File: config.mk
export PLATFORM = sky130hd
export DESIGN_NAME = trial_div_scanner
export DESIGN_NICKNAME = d
export VERILOG_FILES = /design/src/rtl/trial_div_scanner.sv
export SDC_FILE = /design/constraint.sdc
export NUM_CORES = 1
export LEC_CHECK = 0
export ABC_AREA = 1
export BUFFER_PORTS_ARGS = -buffer_cell sky130_fd_sc_hd__buf_4
export CAP_MARGIN = 20
export CORE_MARGIN = 2
export CORE_UTILIZATION = 35
export DETAILED_ROUTE_END_ITERATION = 10
export PLACE_DENSITY_LB_ADDON = 0.2
export SYNTH_ARGS = -nofsm -noshare
export SYNTH_HDL_FRONTEND = slang
export SYNTH_SLANG_ARGS = --single-unit
File: constraint.sdc
create_clock -name clk -period 2 [get_ports clk]
set_input_delay 0.6 -clock clk [delete_from_list [all_inputs] [get_ports clk]]
set_output_delay 0.6 -clock clk [all_outputs]
set_load 0.01 [all_outputs]
File: src/rtl/trial_div_scanner.sv
// Trial-division scanner: walks the 8 candidate divisors presented by the upstream
// mux and divides a latched dividend by each with a bit-serial restoring divider.
module trial_div_scanner #(
   parameter int SIZE = 8
) (
   input  logic            clk,
   input  logic            rst_n,
   input  logic            start,
   input  logic [SIZE-1:0] n_in,
   input  logic [SIZE-1:0] mux_y,
   output logic [2:0]      in_mux_add,
   output logic            busy,
   output logic            done,
   output logic [7:0]      hit_mask,
   output logic            found,
   output logic [SIZE-1:0] first_factor,
   output logic [SIZE-1:0] first_quot
);

   localparam int CW = $clog2(SIZE + 1);
   localparam logic [CW-1:0] CNT_INIT = CW'(SIZE);
   localparam logic [CW-1:0] CNT_LAST = CW'(1);
   localparam logic [SIZE-1:0] ONE = SIZE'(1);

   typedef enum logic [2:0] {
      S_IDLE,
      S_LATCH,
      S_DIV,
      S_CHECK,
      S_NEXT,
      S_DONE
   } state_t;

   state_t state, state_nxt;

   logic [SIZE-1:0] n_q;
   logic [SIZE-1:0] d_q;
   logic [SIZE-1:0] q_q;
   logic [SIZE-1:0] r_q;
   logic [CW-1:0]   bit_cnt;
   logic [2:0]      idx;

   logic [SIZE:0]   trial;
   logic [SIZE-1:0] diff;
   logic            fits;
   logic            skip;

   // One restoring step: the remainder is always < D, so the difference fits in SIZE bits.
   always_comb begin
      trial = {r_q, q_q[SIZE-1]};
      fits  = (trial >= {1'b0, d_q});
      diff  = trial[SIZE-1:0] - d_q;
      skip  = (mux_y <= ONE);
   end

   assign in_mux_add = idx;

   // State register
   // NOTE: sequential state uses non-blocking assignments so every flop samples
   // pre-edge values; blocking here would create order-dependent races.
   always_ff @(posedge clk or negedge rst_n) begin
      if (!rst_n) state <= S_IDLE;
      else        state <= state_nxt;
   end

   // Next-state logic
   // NOTE: the default assignment first keeps every path driven, so no latch is inferred.
   always_comb begin
      state_nxt = state;
      unique case (state)
         S_IDLE:  if (start) state_nxt = S_LATCH;
         S_LATCH: state_nxt = skip ? S_NEXT : S_DIV;
         S_DIV:   if (bit_cnt == CNT_LAST) state_nxt = S_CHECK;
         S_CHECK: state_nxt = S_NEXT;
         S_NEXT:  state_nxt = (idx == 3'd7) ? S_DONE : S_LATCH;
         S_DONE:  state_nxt = S_IDLE;
         default: state_nxt = S_IDLE;
      endcase
   end

   // Output logic: decoded from the state register so reset clears it immediately.
   always_comb begin
      busy = (state != S_IDLE);
      done = (state == S_DONE);
   end

   // Datapath
   always_ff @(posedge clk or negedge rst_n) begin
      if (!rst_n) begin
         n_q          <= '0;
         d_q          <= '0;
         q_q          <= '0;
         r_q          <= '0;
         bit_cnt      <= '0;
         idx          <= '0;
         hit_mask     <= '0;
         found        <= 1'b0;
         first_factor <= '0;
         first_quot   <= '0;
      end else begin
         unique case (state)
            S_IDLE: begin
               if (start) begin
                  n_q          <= n_in;
                  idx          <= '0;
                  hit_mask     <= '0;
                  found        <= 1'b0;
                  first_factor <= '0;
                  first_quot   <= '0;
               end
            end
            S_LATCH: begin
               d_q <= mux_y;
               if (!skip) begin
                  r_q     <= '0;
                  q_q     <= n_q;
                  bit_cnt <= CNT_INIT;
               end
            end
            S_DIV: begin
               r_q     <= fits ? diff : trial[SIZE-1:0];
               q_q     <= {q_q[SIZE-2:0], fits};
               bit_cnt <= bit_cnt - CNT_LAST;
            end
            S_CHECK: begin
               if (r_q == '0) begin
                  hit_mask[idx] <= 1'b1;
                  if (!found) begin
                     found        <= 1'b1;
                     first_factor <= d_q;
                     first_quot   <= q_q;
                  end
               end
            end
            S_NEXT: begin
               if (idx != 3'd7) idx <= idx + 3'd1;
            end
            S_DONE: ;
            default: ;
         endcase
      end
   end

endmodule

# Word level (Yosys, flattened, before mapping)
# Index checks and enable logic that the tools add are counted.
dict set report word_totals {
  regBits 67
  input_bits 19
}
dict set report classes {
  n_addsub 3
  order_cmp 4
  eq_ne 14
  muxes 29
  n_bitwise 1
  reduce_logical 13
}
# op n
set ops {}
lappend ops {{one-hot mux 8 bit (2 select lines)} 5}
lappend ops {{two-way mux 8 bit} 9}
lappend ops {{two-way mux 3 bit} 6}
lappend ops {{one-hot mux 3 bit (5 select lines)} 1}
lappend ops {{inequality test 2 bit, second input constant} 6}
lappend ops {{== test 3 bit, second input constant} 3}
lappend ops {{greater-or-equal comparator 9 x 8 -> 1 bit} 1}
lappend ops {{less-or-equal comparator 8 x 1 -> 1 bit, second input constant} 1}
lappend ops {{zero test 8 bit} 1}
lappend ops {{bitwise OR 8 bit} 1}
lappend ops {{one-hot mux 4 bit (2 select lines)} 1}
lappend ops {{subtractor 8 bit} 1}
lappend ops {{== test 3 x 2 -> 1 bit, second input constant} 2}
lappend ops {{one-hot mux 3 bit (2 select lines)} 1}
lappend ops {{AND reduction 2 bit} 3}
lappend ops {{AND reduction 3 bit} 2}
lappend ops {{nonzero test 2 bit} 3}
lappend ops {{== test 4 x 1 -> 1 bit, second input constant} 1}
lappend ops {{less-than comparator 3 x 4 -> 1 bit, second input constant} 1}
lappend ops {{two-way mux 4 bit} 1}
lappend ops {{AND reduction 4 bit} 1}
lappend ops {{subtractor 4 x 1 -> 4 bit, second input constant} 1}
lappend ops {{adder 3 x 1 -> 3 bit, second input constant} 1}
lappend ops {{demux 1 bit (select 3 bit)} 1}
lappend ops {{8 further kinds} 10}

# Logic depth before layout (Yosys ltp)
# Gate-level depths: netlist of run 1.
dict set report logic_depth {
  ltp_word 7
  depth_mapped 11
  mapped_depth_nobuf 11
}

# Worst setup path before layout of run 1
# No wires, ideal clock.
dict set report synth_path {
  path_kind {register -> register}
  from {register r_q[2]}
  to {register r_q[7]}
  setup_time_ns 0.127
  t_arrival_ns 1.465
  required_time_ns 1.873
  path_slack_ns 0.409
  path_stages_with_launch 9
  path_cell_list {dfrtp_1 ha_1 nand2_1 nor2_1 nand2_1 nand3_1 nand3_1 nand4_1 nand3_1}
}
dict set report synth_via {
  elab_chain_len 3
}
# element line
set synth_rtl {}
lappend synth_rtl {{start: declaration} 39} ;# logic [SIZE-1:0] r_q;
lappend synth_rtl {{start signal: assignment} 121} ;# r_q <= fits ? diff : trial[SIZE-1:0];
lappend synth_rtl {{subtractor 8 bit / greater-or-equal comparator 9 x 8 -> 1 bit (equally long branches)} {52, 51}}
lappend synth_rtl {{two-way mux 8 bit (*)} 121}
lappend synth_rtl {{one-hot mux 8 bit (2 select lines) (*)} 101} ;# unique case (state)
# Mark *: on every way between the ends. The rest lies on a longest branch, timed or not.
# A chain may end at the register's enable or synchronous reset.

# Worst setup path in the final report of run 1
dict set report layout_path {
  from {register state[2]}
  to {output port done}
}
dict set report layout_via {
  elab_chain_len 1
}
# element line
set layout_rtl {}
lappend layout_rtl {{start: declaration} 34} ;# state_t state, state_nxt;
lappend layout_rtl {{start signal: assignment} 63} ;# else state <= state_nxt;
lappend layout_rtl {{== test 3 bit} 84} ;# done = (state == S_DONE);
lappend layout_rtl {{end: declaration} 13} ;# output logic done,
# No other way between the ends.

==> metrics.yaml, run 1 <==
job:
  maxCapViolCount: 0
logic_synthesis:
  synth_xor_area_frac: 0.00772
  muxShareOfSynthArea: 0
  netlist.area_leader.share: 0.493
  synth_top_family_by_area: "simple AND/OR/NAND/NOR gates"
  synth_nets: 459
  synth_commonest_cells: "nand2_1 (139), dfrtp_1 (67), inv_1 (46)"
  yosys.area_share.simple: 0.295
  synth_top_cells_by_area: "dfrtp_1 (49%), nand2_1 (15%), nand3_1 (6.6%)"
  synthFlopType: "dfrtp_1"
  synth-seq-cells: 67
  synth_top_area_cell: "dfrtp_1"
  yosysWarnings: 0
  synth_edf_count: 0
  synth_area_mm2: 0.00340
  syn-mean-instance-area_um2: 7.97
  synthAdderAreaFrac: 0.0500
  synth_cell_types: 31
  syn_inst: 427
  synth_compound_area_frac: 0.0805
  yosysMostFrequentCell: "nand2_1"
  postSynth.asyncResetShare: 1.00
  seq_area_frac_synth: 0.493
drt:
  vias: 3005
  drc_errors: 0
  ant_nets: 0
  drtPass1Iterations: 5
  wire_per_inst_um: 13.1
  drtIter0Drc: 98
  wl_um: 8150
  routed_via_density: 4.83
global_route:
  grt_overflow_total: 0
  grt_max_degree: 36
  antenna_found_initial: 0
  grt_pass1_vias: 2966
  grt_pass1_wl_um: 14000
  grt_use_total: 0.169
cts:
  h-tree-depth: 3
  cts_hold_buf: 0
  cts_sinks: 67
  path_clk_slew_ns: 0.08
  ctsLongestPathBuffers: 2
  clock_tree.root_cell: "clkbuf_8"
  clock_latency_ns: 0.35
  cts_tree: "yes"
  numCtsBuffers: 9
power:
  p_per_area_mw_per_mm2: 1720
  peakVddDrop_mv: 0.685
  cellLeakagePower_uw: 0.00220
sta:
  hold_viol: 0
  setup_viol: 0
  skew_ns: 0.00800
  finalCritPeriodShare: 0.929
  relSlewSlack: 0.516
  period_minus_slack_ns: 1.86
  timing.fmax_ghz: 0.538
  rsz0062_at_grt: "no"
  slew_viol_final: 0
  fin_setup_tns_ns: 0
  worst_slew_pin_slew_ns: 0.726
  hold_slack_ns: 0.198
cells_and_area:
  utilization: 0.446
  nFillCells: 973
  syn2layout_area_growth_pct: 22.3
  regArea_mm2: 0.00168
  multi_input_area_mm2: 0.00148
  fin_nets: 521
  antennaDiodeCount: 0
  layout-drive-gt1-share: 0.181
floorplanning:
  die_w_um: 103
  rows: 35
  boundaryPins: 49
  coreArea_mm2: 0.00933
  start_util: 0.365
  dieHeight_um: 103
  die_area_mm2: 0.0105
critical_path:
  cp_max_fo: 6
  crit_arrival_ns: 1.26
  startpoint_type: "register"
  cp_top_family: "flip-flops"
  cp_num_buf_inv: 2
  end_kind: "output pin"
  critical-path-max-stage-delay_ns: 0.42
  worstPathCellList: "inv_1 > nor3_1 > buf_4"
  crit_type: "register to output pin"
  critical_path_required_ns: 1.40
  cpMaxStageDelayCell: "dfrtp_1"
placement:
  port_buffers: 48
  place_congestion: 0.851
  dp_hpwl_um: 5920
min_path:
  hold_class: "input port to async pin"
outcome:
  outcome: "finished, final reports clean"
[path summary, 6_finish.rpt]
path | start | endpoint | slack, ns | cells past startpoint
hold / removal | rst_n | first_factor[7] | 0.20 | 1
max in group asynchronous | rst_n | first_quot[7] | 1.26 | 2
setup reg to reg | q_q[7] | r_q[4] | 0.18 | 9
min in group clk | n_in[4] | n_q[4] | 0.45 | 3
hold reg to reg | d_q[5] | first_factor[5] | 0.48 | 2
setup / recovery | state[2] | done | 0.14 | 3
[worst reg2reg max path: cells and delay by family (launching register included)]
kind	cells	cell delay, ns
xor gates and xnor gates	1	0.19
adders and majority gates	2	0.64
buffers and inverters	2	0.18
DFF	1	0.39
and+or+nand+nor	4	0.36
[final cells by class]
| cell class | count | area share |
|---|---|---|
| clock inverters | 4 | 0.00662 |
| flip-flops and latches | 67 | 0.403 |
| repair buffers | 62 | 0.115 |
| inverters | 52 | 0.0469 |
| multi-input cells | 297 | 0.356 |
| well taps | 129 | 0.0388 |
| clock buffers | 11 | 0.0340 |
[timing repair]
item	in CTS	in global routing
buffers inserted	0	1
resized for setup	0	1
setup endpoints to repair	0	9
[cells in the final DEF, fill, tap and decap left out, types with 2 or more instances in the layout]
cell / instances
nand2_1: 139
dfrtp_1: 67
buf_4: 61
inv_1: 46
nand3_1: 44
nor2_1: 23
o21ai_0: 22
nand4_1: 12
ha_1: 12
clkbuf_8: 10
a21oi_1: 7
o21ai_1: 7
inv_2: 6
o211ai_1: 6
nor3_1: 5
a31oi_1: 3
clkinvlp_4: 3
o31ai_1: 2
xnor2_1: 2
[power by group]
part,internal [uW],switching (uW)
sequential,1920,431
combinational,1450,2320
clock,475,543
total,3840,3290
[per-stage QoR]
step | std cells | power [uW] | setup slack, ns | area (um2)
floorplan | 427 | 4820 | 0.409 | 3400
global placement | 606 | 6030 | 0.0708 | 3980
detailed placement | 606 | 6090 | 0.0546 | 3980
CTS | 621 | 7140 | 0.0437 | 4150
global route | 622 | 7860 | 0.0426 | 4160
finish | 622 | 7140 | 0.142 | 4160
[state kept, by name (all words and copies together) (netlist names), 3 cells and up]
| name | flops |
|---|---|
| first_quot | 8 |
| in_mux_add | 3 |
| n_q | 8 |
| first_factor | 8 |
| q_q | 8 |
| state | 3 |
| hit_mask | 8 |
| r_q | 8 |
| bit_cnt | 4 |
| d_q | 8 |
[per-layer routing]
metal | vias up | share of wire | track usage
met1 | 1401 | 0.46 | 0.224
met4 | 0 | 0.029 | 0.0769
met5 | - | 0 | 0
met3 | 18 | 0.042 | 0.0332
met2 | 73 | 0.47 | 0.270
li1 | 1513 | - | -
[logic make-up after synthesis]
group	Yosys count
AO/OA/AOI/OAI	49
XOR/XNOR	3
adder cells (fa/ha/maj)	13
buffers and inverters	63
flip-flops	67
AND/OR/NAND/NOR	232
Power figures use the tool's default switching activity.
==> inputs of run 2 (changes only) <==
- ABC_AREA: 1 -> not set
- CTS_CLUSTER_SIZE: not set -> 10
- SETUP_SLACK_MARGIN: not set -> 0.02
==> metrics.yaml, run 2 <==
power:
  peakVddDrop_mv: 0.907  # was 0.685 mV
  p_per_area_mw_per_mm2: 1710  # was 1720 mW/mm2
  cellLeakagePower_uw: 0.00208  # was 0.00220 uW
  finalPower_uw: 7560  # was 7140 uW
critical_path:
  end_kind: "register"  # was output pin
  cpMaxStageDelayCell: "dfrtp_1"  # unchanged
  startpoint_type: "register"  # unchanged
  crit_type: "register to register"  # was register to output pin
  cp_max_fo: 4  # was 6
  crit_arrival_ns: 2.23  # was 1.26 ns
  cp-startpoint: "r_q[2]"  # was state[2]
  critical-path-max-stage-delay_ns: 0.43  # was 0.42 ns
  critical_path_required_ns: 2.26  # was 1.40 ns
  worstPathCellList: "ha_1 > buf_6 > o21a_1 > o31a_1 > o21a_1 > o21a_1 > o31a_1 > o21ai_1"  # was inv_1 > nor3_1 > buf_4
  cpMostUsedCell: "o21a_1"
  r2r_start: "r_q[2]"  # was q_q[7]
sta:
  timing.fmax_ghz: 0.507  # was 0.538 GHz
  rsz0062_at_grt: "yes"  # was no
  slew_viol_final: 0  # unchanged
  period_minus_slack_ns: 1.97  # was 1.86 ns
  hold_viol: 0  # unchanged
  skew_ns: 0.00978  # was 0.00800 ns
  relSlewSlack: 0.629  # was 0.516
  setup_viol: 0  # unchanged
  finalCritPeriodShare: 0.987  # was 0.929
  hold_slack_ns: 0.211  # was 0.198 ns
  worst_slew_pin_slew_ns: 0.555  # was 0.726 ns
cts:
  cts_tree: "yes"  # unchanged
  clock_tree.root_cell: "clkbuf_8"  # unchanged
  cts_sinks: 67  # unchanged
  cts_hold_buf: 0  # unchanged
  ctsLongestPathBuffers: 2  # unchanged
  path_clk_slew_ns: 0.08  # about the same
  numCtsBuffers: 9  # unchanged
  h-tree-depth: 3  # unchanged
  clock_latency_ns: 0.34  # was 0.35 ns
floorplanning:
  coreArea_mm2: 0.00915  # was 0.00933 mm2
  die_w_um: 101  # was 103 um
  boundaryPins: 49  # unchanged
  dieHeight_um: 101  # was 103 um
  die_area_mm2: 0.0102  # was 0.0105 mm2
  rows: 35  # unchanged
  start_util: 0.358  # was 0.365
logic_synthesis:
  synthFlopType: "dfrtp_1"  # unchanged
  synth-seq-cells: 67  # unchanged
  synth_commonest_cells: "nand2_1 (73), dfrtp_1 (67), o21ai_0 (50)"  # was nand2_1 (139), dfrtp_1 (67), inv_1 (46)
  yosysMostFrequentCell: "nand2_1"  # unchanged
  synth_top_cells_by_area: "dfrtp_1 (51%), nand2_1 (8.4%), o21ai_0 (7.6%)"  # was dfrtp_1 (49%), nand2_1 (15%), nand3_1 (6.6%)
  synth_nets: 368  # was 459
  synth_edf_count: 0  # unchanged
  postSynth.asyncResetShare: 1.00  # unchanged
  synth_area_mm2: 0.00328  # was 0.00340 mm2
  syn-mean-instance-area_um2: 9.76  # was 7.97 um2
  synth_top_area_cell: "dfrtp_1"  # unchanged
  seq_area_frac_synth: 0.511  # was 0.493
  synth_cell_types: 44  # was 31
  yosysWarnings: 0  # unchanged
  netlist.area_leader.share: 0.511  # was 0.493
  syn_inst: 336  # was 427
drt:
  drc_errors: 0  # unchanged
  drtPass1Iterations: 4  # was 5
  drtIter0Drc: 78  # was 98
  ant_nets: 0  # unchanged
  routed_via_density: 5.01  # was 4.83
  vias: 2717  # was 3005
  wl_um: 7880  # was 8150 um
  wire_per_inst_um: 14.5  # was 13.1 um
placement:
  port_buffers: 48  # unchanged
  place_congestion: 0.794  # was 0.851
  postPlaceCellArea_mm2: 0.00405  # was 0.00398 mm2
  dp_hpwl_um: 5740  # was 5920 um
global_route:
  grt_max_degree: 35  # was 36
  grt_pass1_wl_um: 12800  # was 14000 um
  antenna_found_initial: 0  # unchanged
  grt_pass1_vias: 2644  # was 2966
  grt_use_total: 0.160  # was 0.169
  grt_overflow_total: 0  # unchanged
cells_and_area:
  layout_common_cells: "buf_4 (88), nand2_1 (73), dfrtp_1 (67), o21ai_0 (46), inv_1 (13)"  # was nand2_1 (139), dfrtp_1 (67), buf_4 (61), inv_1 (46), nand3_1 (44)
  nFillCells: 855  # was 973
  antennaDiodeCount: 0  # unchanged
  syn2layout_area_growth_pct: 35.0  # was 22.3%
  finish.instance_area_mm2: 0.00443  # was 0.00416 mm2
  final_common_cell: "buf_4"  # was nand2_1
  fin_nets: 458  # was 521
  layout-drive-gt1-share: 0.336  # was 0.181
job:
  maxCapViolCount: 0  # unchanged
outcome:
  outcome: "finished, final reports clean"  # unchanged
min_path:
  hold_class: "input port to async pin"  # unchanged
[run 2: layout make-up]
| type | count | area [um2] | area share |
|---|---|---|---|
| clock inverters | 5 | 100 | 0.0226 |
| multi-input cells | 239 | 1580 | 0.356 |
| flip-flops and latches | 67 | 1680 | 0.379 |
| inverters | 17 | 63.8 | 0.0144 |
| well taps | 111 | 139 | 0.0314 |
| clock buffers | 11 | 141 | 0.0319 |
| repair buffers | 92 | 732 | 0.165 |
[run 2: power by group]
part           total [uW]  internal, uW  leakage (uW)  switching (uW)
Sequential           2270          1860      0.000870             415
Clock                1380           859      0.000123             519
Combinational        3910          1990       0.00108            1930
Total                7560          4700       0.00208            2860
[run 2: routing by layer]
metal,part of all wire,up-vias,global-route usage
li1,-,1349,-
met5,0,-,0
met1,0.50,1319,0.222
met4,0.011,0,0.0548
met2,0.45,41,0.248
met3,0.034,8,0.0354
[run 2: cells by family (layout without fill, tap and decap cells)]
kind of cell | Yosys count | count (layout) | synth area share
simple gates | 115 | 115 | 0.167
compound gates | 88 | 89 | 0.158
flops | 67 | 67 | 0.511
buf+inv | 31 | 125 | 0.0423
mux | 19 | 19 | 0.0622
fa+ha+maj | 13 | 13 | 0.0519
xor+xnor | 3 | 3 | 0.00801
[run 2: per-stage QoR]
stage / std cells / worst slack, ns / utilization / TNS (ns)
floorplan: 336 / 0.0937 / - / 0
global placement: 522 / -0.108 / 0.443 / -1.36
detailed placement: 522 / -0.153 / 0.443 / -1.68
CTS: 541 / -0.0266 / 0.477 / -0.0266
global route: 542 / -0.0486 / 0.484 / -0.0809
finish: 542 / 0.0263 / 0.484 / 0
[run 2: worst paths after layout]
kind                            slack, ns              end  depth (start not counted)
worst min-delay path                 0.21    first_quot[7]                          1
worst max-delay path                 0.03           r_q[6]                          8
max in group asynchronous            1.29           r_q[6]                          2
worst max register to register       0.03           r_q[6]                          8
worst min register to register       0.50  first_factor[7]                          2
min in group clk                     0.49           d_q[4]                          3
[run 2: what timing repair did]
action	in CTS	in global routing
endpoints found under the setup margin	9	10
cloned	0	1
pin swaps	5	9
setup buffers	3	1
resized for setup	13	13
[run 2: critical path, delay by kind of cell (launching register included)]
family          cells  cell delay, ns
flops               1            0.43
compound gates      6            1.01
buf+inv             1            0.13
fa+ha+maj           1            0.32
==> inputs of run 3 (changes only) <==
- CELL_PAD_IN_SITES_DETAIL_PLACEMENT: not set -> 0
- CELL_PAD_IN_SITES_GLOBAL_PLACEMENT: not set -> 1
==> metrics.yaml, run 3 (synthesis results as in run 2) <==
power:
  cellLeakagePower_uw: 0.00212  # was 0.00208 uW
  p_int_uw: 4870  # was 4700 uW
  pwr-share-seq: 0.290  # was 0.301
  clockPowerShare: 0.176  # was 0.182
  peakVddDrop_mv: 0.893  # was 0.907 mV
  power_switching_uw: 2960  # was 2860 uW
  combPwrFrac: 0.534  # was 0.517
  sw_frac_of_total: 0.378  # about the same
  p_per_area_mw_per_mm2: 1720  # was 1710 mW/mm2
drt:
  vias: 2771  # was 2717
  ant_nets: 0  # unchanged
  routed_via_density: 5.02  # was 5.01
  wire_per_inst_um: 14.4  # was 14.5 um
  drtPass1Iterations: 4  # unchanged
  drc_errors: 0  # unchanged
  wl_um: 7970  # was 7880 um
  drtIter0Drc: 142  # was 78
sta:
  period_minus_slack_ns: 1.94  # was 1.97 ns
  timing.fmax_ghz: 0.515  # was 0.507 GHz
  hold_slack_ns: 0.0962  # was 0.211 ns
  slew_viol_final: 0  # unchanged
  hold_viol: 0  # unchanged
  finalCritPeriodShare: 0.972  # was 0.987
  rsz0062_at_grt: "yes"  # unchanged
  relSlewSlack: 0.741  # was 0.629
  worst_slack_ns: 0.0564  # was 0.0263 ns
  skew_ns: 0.00817  # was 0.00978 ns
  setup_viol: 0  # unchanged
  worst_slew_pin_slew_ns: 0.387  # was 0.555 ns
  fin_setup_tns_ns: 0  # unchanged
floorplanning:
  die_w_um: 101  # unchanged
  boundaryPins: 49  # unchanged
  dieHeight_um: 101  # unchanged
  die_area_mm2: 0.0102  # unchanged
  rows: 35  # unchanged
  coreArea_mm2: 0.00915  # unchanged
  start_util: 0.358  # unchanged
critical_path:
  crit_arrival_ns: 2.22  # was 2.23 ns
  end_kind: "register"  # unchanged
  crit_type: "register to register"  # unchanged
  cp_max_fo: 3  # was 4
  reg2reg_depth: 9  # was 8
  critical_path_required_ns: 2.28  # was 2.26 ns
  startpoint_type: "register"  # unchanged
global_route:
  grt_max_degree: 38  # was 35
  grt_overflow_total: 0  # unchanged
  grt_pass1_vias: 2598  # was 2644
  antenna_found_initial: 0  # unchanged
  grt_use_total: 0.163  # was 0.160
  grt_pass1_wl_um: 12900  # was 12800 um
job:
  maxCapViolCount: 0  # unchanged
cts:
  clock_tree.root_cell: "clkbuf_8"  # unchanged
  ctsLongestPathBuffers: 2  # unchanged
  cts_hold_buf: 0  # unchanged
  clock_latency_ns: 0.35  # was 0.34 ns
  path_clk_slew_ns: 0.07  # was 0.08 ns
  numCtsBuffers: 9  # unchanged
  cts_tree: "yes"  # unchanged
  cts_sinks: 67  # unchanged
  h-tree-depth: 3  # unchanged
cells_and_area:
  finish.instance_area_mm2: 0.00455  # was 0.00443 mm2
  fin_nets: 468  # was 458
  syn2layout_area_growth_pct: 38.7  # was 35.0%
  layout-drive-gt1-share: 0.361  # was 0.336
  multi_input_area_mm2: 0.00160  # was 0.00158 mm2
  regArea_mm2: 0.00168  # about the same
  nFillCells: 883  # was 855
  final_common_cell: "buf_4"  # unchanged
  instances_no_fill: 552  # was 542
  layout_common_cells: "buf_4 (97), nand2_1 (73), dfrtp_1 (66), o21ai_0 (48), inv_1 (12)"  # was buf_4 (88), nand2_1 (73), dfrtp_1 (67), o21ai_0 (46), inv_1 (13)
  antennaDiodeCount: 0  # unchanged
placement:
  postPlaceCellArea_mm2: 0.00409  # was 0.00405 mm2
  dp_hpwl_um: 5690  # was 5740 um
  dpl_worst_slack_ns: -0.147  # was -0.153 ns
  place_congestion: 0.769  # was 0.794
  port_buffers: 48  # unchanged
  placed_cells: 525  # was 522
outcome:
  outcome: "finished, final reports clean"  # unchanged
min_path:
  hold_class: "input port to async pin"  # unchanged
run 3: changes by cell type in the layout (fill, tap and decap cells not counted), moves of 2 or more:
cell	change
ha_1	-2
clkinvlp_4	+2
o21ai_0	+2
clkinv_2	-2
ha_4	+2
buf_4	+9
run 3: what timing repair did:
action                                  CTS  global route
gates resized for setup                  13            19
pin swaps                                 2             5
endpoints found under the setup margin    9            10
setup buffers                             2             9
run 3: path summary, 6_finish.rpt:
| path | slack [ns] | start | to |
|---|---|---|---|
| worst min register to register | 0.50 | hit_mask[7] | hit_mask[7] |
| worst max register to register | 0.06 | q_q[7] | r_q[6] |
| worst max-delay path | 0.06 | q_q[7] | r_q[6] |
| min in group clk | 0.47 | mux_y[4] | d_q[4] |
| worst min-delay path | 0.1 | rst_n | first_quot[6] |
| max in group asynchronous | 1.42 | rst_n | q_q[0] |
run 3: critical path, stage by stage (launching register included):
cell	delay [ns]
dfrtp_1	0.40
inv_2	0.07
ha_4	0.13
fa_2	0.20
nor2b_2	0.05
o31a_1	0.26
o21a_1	0.20
o21a_1	0.17
o31a_1	0.28
o21ai_1	0.11
run 3: stage by stage:
step           utilization  power, uW
5_1_grt              0.497       8430
3_5_place_dp         0.446       5850
3_3_place_gp         0.446       5790
2_1_floorplan            -       4380
4_1_cts              0.481       7450
6_report             0.497       7830
run 3: power by group through the flow:
stage / Sequential [uW] / Clock, uW / Combinational [uW]
2_1_floorplan: 2220 / 0 / 2160
3_3_place_gp: 2240 / 0 / 3550
3_5_place_dp: 2250 / 0 / 3600
4_1_cts: 2250 / 1400 / 3800
5_1_grt: 2350 / 1460 / 4620
6_report: 2270 / 1370 / 4180
run 3: layout make-up:
| class | instances | area share |
|---|---|---|
| well taps | 111 | 0.0305 |
| repair buffers | 103 | 0.183 |
| clock buffers | 10 | 0.0280 |
| clock inverters | 6 | 0.0250 |
| inverters | 17 | 0.0140 |
| multi-input cells | 238 | 0.351 |
| flip-flops and latches | 67 | 0.369 |
run 3: per-layer routing:
metal	up-vias	wire, um	GRT usage
li1	1370	-	-
met1	1345	4030	0.238
met2	42	3550	0.234
met3	14	223	0.0291
met4	0	167	0.0769
met5	-	0	0
